**config.mk**
```make
export PLATFORM = sky130hd
export DESIGN_NAME = dom_rand_feeder
export DESIGN_NICKNAME = d
export VERILOG_FILES = /design/src/rtl/dom_rand_feeder.sv
export SDC_FILE = /design/constraint.sdc
export NUM_CORES = 1
export LEC_CHECK = 0
export ABC_AREA = 0
export BUFFER_PORTS_ARGS = -buffer_cell sky130_fd_sc_hd__buf_2
export CORE_MARGIN = 2
export CORE_UTILIZATION = 44
export CTS_CLUSTER_SIZE = 30
export DETAILED_ROUTE_END_ITERATION = 8
export PLACE_DENSITY_LB_ADDON = 0.08
export SYNTH_ARGS = -nofsm -noshare
export SYNTH_HDL_FRONTEND = slang
export SYNTH_SLANG_ARGS = --single-unit
```
**constraint.sdc**
```tcl
create_clock -name ClkxCI -period 5.3 [get_ports ClkxCI]
set_input_delay 1.06 -clock ClkxCI [delete_from_list [all_inputs] [get_ports ClkxCI]]
set_output_delay 1.06 -clock ClkxCI [all_outputs]
set_load 0.02 [all_outputs]
```
**src/rtl/dom_rand_feeder.sv**
```systemverilog
// LFSR-based randomness source that feeds Z (remask) and B (blind) words
// to a DOM multiplier, with seed load, warmup and reseed request.
module dom_rand_feeder #(
    parameter int unsigned SHARES          = 2,
    parameter int unsigned WARMUP_CYCLES   = 16,
    parameter logic [31:0] RESEED_INTERVAL = 32'd1024
) (
    input  logic                              ClkxCI,
    input  logic                              RstxBI,
    input  logic [63:0]                       SeedxDI,
    input  logic                              SeedValidxSI,
    input  logic                              EnxSI,
    output logic [2*SHARES*(SHARES-1)-1:0]    ZxDO,
    output logic [4*SHARES-1:0]               BxDO,
    output logic                              ValidxSO,
    output logic                              ReseedReqxSO
);

    localparam int unsigned ZW = 2 * SHARES * (SHARES - 1);
    localparam int unsigned BW = 4 * SHARES;
    localparam int unsigned R  = ZW + BW;
    localparam logic [7:0]  WU = 8'(WARMUP_CYCLES);

    typedef enum logic [1:0] {
        IDLE,
        WARMUP,
        RUN
    } state_e;

    state_e          state_q, state_d;
    logic [63:0]     s_q, s_d, s_adv;
    logic [ZW-1:0]   z_q, z_d;
    logic [BW-1:0]   b_q, b_d;
    logic [7:0]      wcnt_q, wcnt_d;
    logic [31:0]     cnt_q, cnt_d, cnt_inc;
    logic            req_q, req_d;

    // One advance = R LFSR steps, so each word uses fresh state bits.
    function automatic logic [63:0] advance(input logic [63:0] s);
        logic [63:0] t;
        t = s;
        for (int i = 0; i < int'(R); i++) begin
            t = {t[62:0], t[63] ^ t[62] ^ t[60] ^ t[59]};
        end
        return t;
    endfunction

    always_comb begin
        s_adv   = advance(s_q);
        cnt_inc = (cnt_q == 32'hFFFF_FFFF) ? cnt_q : cnt_q + 32'd1;
        state_d = state_q;
        s_d     = s_q;
        z_d     = z_q;
        b_d     = b_q;
        wcnt_d  = wcnt_q;
        cnt_d   = cnt_q;
        req_d   = req_q;
        if (SeedValidxSI) begin
            state_d = WARMUP;
            s_d     = (SeedxDI == 64'd0) ? 64'h1 : SeedxDI;
            z_d     = '0;
            b_d     = '0;
            wcnt_d  = '0;
            cnt_d   = '0;
            req_d   = 1'b0;
        end else begin
            unique case (state_q)
                IDLE: ;
                WARMUP: begin
                    s_d = s_adv;
                    if (wcnt_q == WU) begin
                        z_d     = s_adv[ZW-1:0];
                        b_d     = s_adv[R-1:ZW];
                        state_d = RUN;
                    end else begin
                        wcnt_d = wcnt_q + 8'd1;
                    end
                end
                RUN: begin
                    if (EnxSI) begin
                        s_d   = s_adv;
                        z_d   = s_adv[ZW-1:0];
                        b_d   = s_adv[R-1:ZW];
                        cnt_d = cnt_inc;
                        if (cnt_inc >= RESEED_INTERVAL) begin
                            req_d = 1'b1;
                        end
                    end
                end
                default: state_d = IDLE;
            endcase
        end
    end

    always_ff @(posedge ClkxCI or negedge RstxBI) begin
        if (!RstxBI) begin
            state_q <= IDLE;
            s_q     <= 64'h1;
            z_q     <= '0;
            b_q     <= '0;
            wcnt_q  <= '0;
            cnt_q   <= '0;
            req_q   <= 1'b0;
        end else begin
            state_q <= state_d;
            s_q     <= s_d;
            z_q     <= z_d;
            b_q     <= b_d;
            wcnt_q  <= wcnt_d;
            cnt_q   <= cnt_d;
            req_q   <= req_d;
        end
    end

    assign ZxDO         = z_q;
    assign BxDO         = b_q;
    assign ValidxSO     = (state_q == RUN);
    assign ReseedReqxSO = req_q;

endmodule
```
# After elaboration in Yosys (flattened, before gate mapping)

Index checks and enable logic that the tools add are counted.

$add $sub $neg: 2
Order comparisons: 1
Eq/ne operators: 8
Mux-type cells: 26
Bitwise gates (word level): 36
Reduce and logical (&&, ||, !) cells: 14

Operators by type and width:

| operator                                                             | number |
|---|---|
| two-way mux 64 bit                                                   | 3 |
| two-way mux 32 bit                                                   | 4 |
| case mux 64 bit (2 select lines)                                     | 1 |
| zero test 64 bit                                                     | 1 |
| two-way mux 8 bit                                                    | 6 |
| bitwise XOR 1 bit                                                    | 36 |
| adder 32 x 1 -> 32 bit (second input constant)                       | 1 |
| == test 32 bit (second input constant)                               | 1 |
| greater-or-equal comparator 32 x 11 -> 1 bit (second input constant) | 1 |
| case mux 8 bit (2 select lines)                                      | 1 |
| two-way mux 4 bit                                                    | 3 |
| adder 8 x 1 -> 8 bit (second input constant)                         | 1 |
| == test 8 x 5 -> 1 bit (second input constant)                       | 1 |
| case mux 4 bit (2 select lines)                                      | 1 |
| AND reduction 2 bit                                                  | 4 |
| nonzero test 2 bit                                                   | 4 |
| != test 3 bit (second input constant)                                | 2 |
| AND reduction 3 bit                                                  | 2 |
| two-way mux 1 bit                                                    | 4 |
| two-way mux 2 bit                                                    | 2 |
| case mux 2 bit (2 select lines)                                      | 1 |
| nonzero test 3 bit                                                   | 1 |
| == test 2 x 1 -> 1 bit (second input constant)                       | 1 |
| == test 2 bit (second input constant)                                | 1 |
| other kinds (4)                                                      | 4 |

Register bits: 119
Input bits: 68
Output and inout bits: 14

# Longest topological paths before layout

Word-level depth: 7
Mapped depth: 11

# Least setup slack after synthesis

OpenSTA, ideal clock, no wires.

Path kind: input port to flip-flop
Start: input SeedValidxSI
End: register cnt_q[0]
Library setup time: 0.132 ns
Arrival time: 2.435 ns
Data required time: 5.168 ns
Path slack: 2.733 ns
Stages on the path: 5
Cell sequence: clkbuf_1 clkbuf_1 clkbuf_1 clkbuf_1 nor2_1

Longest elaborated chain between the ends: 2
Elaborated cells between the ends (all ways): 4
Those cells by class: 1 x mux; 3 x reduce/logical

Ends and longest elaborated chain:

| item                                 | RTL line | RTL |
|---|---|---|
| start: declaration                   | 11       | `input logic SeedValidxSI,` |
| nonzero test 2 bit (no source line)  | n/a      |  |
| AND reduction 2 bit (no source line) | n/a      |  |
| end signal: assignment               | 110      | `cnt_q <= cnt_d;` |
| end: declaration                     | 35       | `logic [31:0] cnt_q, cnt_d, cnt_inc;` |

Several ways; a longest one is shown, not always the timed one.
A chain may end at the register's enable or synchronous reset.

# Worst setup path in the final report

Start: input EnxSI
End: register z_q[1] (netlist: ZxDO[1])

Longest elaborated chain between the ends: 2

Ends and longest elaborated chain:

| item                                 | RTL line | RTL |
|---|---|---|
| start: declaration                   | 12       | `input logic EnxSI,` |
| != test 3 bit (no source line)       | n/a      |  |
| AND reduction 3 bit (no source line) | n/a      |  |
| end signal: assignment               | 107      | `z_q <= z_d;` |
| end: declaration                     | 32       | `logic [ZW-1:0] z_q, z_d;` |

No other way between the ends.

==> results.json <==
{
  "min_path_type": "flip-flop to flip-flop",
  "clock-sinks": 119,
  "timing.critical_path.fanout_max": 24,
  "cts_root_buffer": "clkbuf_16",
  "die-area_mm2": 0.0157,
  "diodes": 0,
  "critPathArrivalTime_ns": 3.05,
  "worstSkewPairLatency_ns": 0.42,
  "start_kind": "input port",
  "dp_hpwl_um": 11800,
  "synth_area_leader_cell": "dfrtp_1",
  "yosys_most_used_dff": "dfrtp_1",
  "cts.clk_slew.worst_paths_ns": 0.05,
  "critPathMaxStageDelay_ns": 0.87,
  "synth_top_cells_by_area": "dfrtp_1, mux2i_1, o21ai_0",
  "synth.top_cell.area_share": 0.456,
  "worst-slew-pin-transition_ns": 1.04,
  "synth_nets": 751,
  "path_class": "input port to flip-flop",
  "async_reset_ff_frac": 1.00,
  "drtIter0Drc": 298,
  "drcViolationCount": 0,
  "cts_resized": 0,
  "cts-htree-levels": 4,
  "grt_max_degree": 75,
  "status": "completed",
  "tritoncts": "built",
  "fin_crit_ns": 2.79,
  "min_period_over_period": 0.526,
  "cp.required_ns": 5.56,
  "ctsHoldBuffers": 0,
  "slowest_stage": "nor3_2",
  "synth_seq_area_share": 0.460,
  "antenna_found_initial": 1,
  "mostFrequentLayoutCell": "dfrtp_1",
  "syn_to_final_growth_pct": 16.2,
  "fin_skew_ns": 0.00781,
  "core_mm2": 0.0145,
  "final_util": 0.520,
  "cap_violations": 0,
  "grt_setup_unrepaired": "no",
  "clk_path_buf_depth": 2,
  "grt_pass1_wl_um": 26500,
  "powerDensity_mw_per_mm2": 346,
  "grt_usage": 0.214,
  "drv_slew": 0,
  "cts_made_buffers": 17,
  "drive_above_1_share": 0.180,
  "ys_ff_latch": 119,
  "critPathCaptureType": "flip-flop",
  "cts_setup_buffers": 0,
  "yosysUniqueCellTypes": 59,
  "portBuffers": 81,
  "ys_warn_count": 0,
  "path_buf_inv": 1,
  "worstPathCellList": "buf_2, and2_1, nor3_2, a21o_1, o21ai_0",
  "finalWorstSetupSlack_ns": 2.51,
  "pre_cts_slack_ns": 2.00,
  "p_leak_nw": 3.26,
  "hold_ws_ns": 0.477,
  "vias_per_cell": 5.39,
  "synth_edf_count": 0,
  "io-pin-count": 82,
  "relSlewSlack": 0.300,
  "dieWidth_um": 125,
  "grt_pass1_vias": 5090,
  "setup_viol": 0,
  "final.setup.tns_ns": 0,
  "critical_path.top_delay_family": "simple AND/OR/NAND/NOR gates",
  "synth.avg_cell_area_um2": 9.53,
  "place.gp.congestion": 0.841,
  "routedWlPerCell_um": 17.2,
  "initial_core_util": 0.447,
  "drt_wl_total_um": 16100,
  "syn-cell-area_mm2": 0.00648,
  "grt-ovfl-total": 0,
  "peakVddDrop_uv": 256,
  "dieHeight_um": 125,
  "mostFrequentLayoutCells": "dfrtp_1, nand2_1, o21ai_0",
  "max_freq_ghz": 0.359,
  "detail-route-antenna-nets": 0,
  "nets": 812,
  "via_count": 5041,
  "firstDrtPassIters": 4,
  "core.rowCount": 44,
  "syn_inst": 680,
  "hold_viol_final": 0
}
power by group:
part / total, W / internal, W / switching [W]
Combinational: 0.000353 / 0.000138 / 0.000215
Sequential: 0.00110 / 0.00102 / 0.0000797
Clock: 0.00115 / 0.000757 / 0.000398
path summary, 6_finish.rpt:
path | start | to | slack [ns] | cells after the start
worst max-delay path | EnxSI | ZxDO[1] | 2.51 | 5
worst max register to register | state_q[1] | ZxDO[1] | 2.70 | 5
max in group asynchronous | RstxBI | s_q[57] | 3.80 | 2
worst min-delay path | s_q[39] | s_q[39] | 0.48 | 2
min in group asynchronous | RstxBI | cnt_q[20] | 0.75 | 2
worst min register to register | s_q[39] | s_q[39] | 0.48 | 2
flip-flops by register name (all words and copies together), names as in the netlist:
name,flops
BxDO,8
cnt_q,32
s_q,64
state_q,2
wcnt_q,8
ZxDO,4
ReseedReqxSO,1
kinds of logic after synthesis:
group | share of synthesized area
multiplexers | 0.106
adder cells (fa/ha/maj) | 0.00579
XOR/XNOR | 0.0906
flip-flops | 0.460
AO/OA/AOI/OAI | 0.0993
buffers and inverters | 0.0394
AND/OR/NAND/NOR | 0.199
Yosys cell counts, types with 2 or more instances:
| cell | number |
|---|---|
| a211oi_1 | 2 |
| a21oi_1 | 8 |
| a31oi_1 | 6 |
| and2_1 | 2 |
| and3_1 | 5 |
| and4_1 | 3 |
| buf_2 | 8 |
| buf_6 | 5 |
| clkbuf_1 | 31 |
| dfrtp_1 | 118 |
| ha_1 | 3 |
| inv_1 | 4 |
| mux2i_1 | 67 |
| nand2_1 | 111 |
| nand3_1 | 14 |
| nand4_1 | 20 |
| nand4_2 | 2 |
| nor2_1 | 48 |
| nor2b_1 | 3 |
| nor3_1 | 8 |
| nor3_2 | 2 |
| nor4_1 | 18 |
| o21ai_0 | 84 |
| or3_1 | 7 |
| or3_2 | 2 |
| xnor2_1 | 33 |
| xor2_1 | 34 |
tightest hold or removal path: cells and delay by family, from the launching register on:
kind	cells	cell delay, ns
and+or+nand+nor	1	0.05
AOI/OAI and AO/OA	1	0.06
DFF	1	0.33
layer usage:
metal	routed length [um]	share of wire	global-route usage	vias up
met5	0	0	0	-
met4	332	0.021	0.0765	0
met3	752	0.047	0.0548	20
met2	7820	0.49	0.357	134
met1	7170	0.45	0.271	2406
li1	-	-	-	2481
metrics by stage:
stage / total power [W] / cell area [um2] / instances
2_1_floorplan: 0.00130 / 6480 / 680
3_3_place_gp: 0.00146 / 6940 / 906
3_5_place_dp: 0.00147 / 6940 / 906
4_1_cts: 0.00263 / 7530 / 936
5_1_grt: 0.00272 / 7530 / 936
6_report: 0.00261 / 7530 / 936
layout make-up:
type | count | area (um2)
clock buffers | 22 | 464
clock inverters | 8 | 124
fillers | 1357 | 6950
inverters | 5 | 18.8
multi-input cells | 510 | 3250
flip-flops and latches | 119 | 2980
well taps | 184 | 230
repair buffers | 88 | 463
Power figures use the tool's default switching activity.
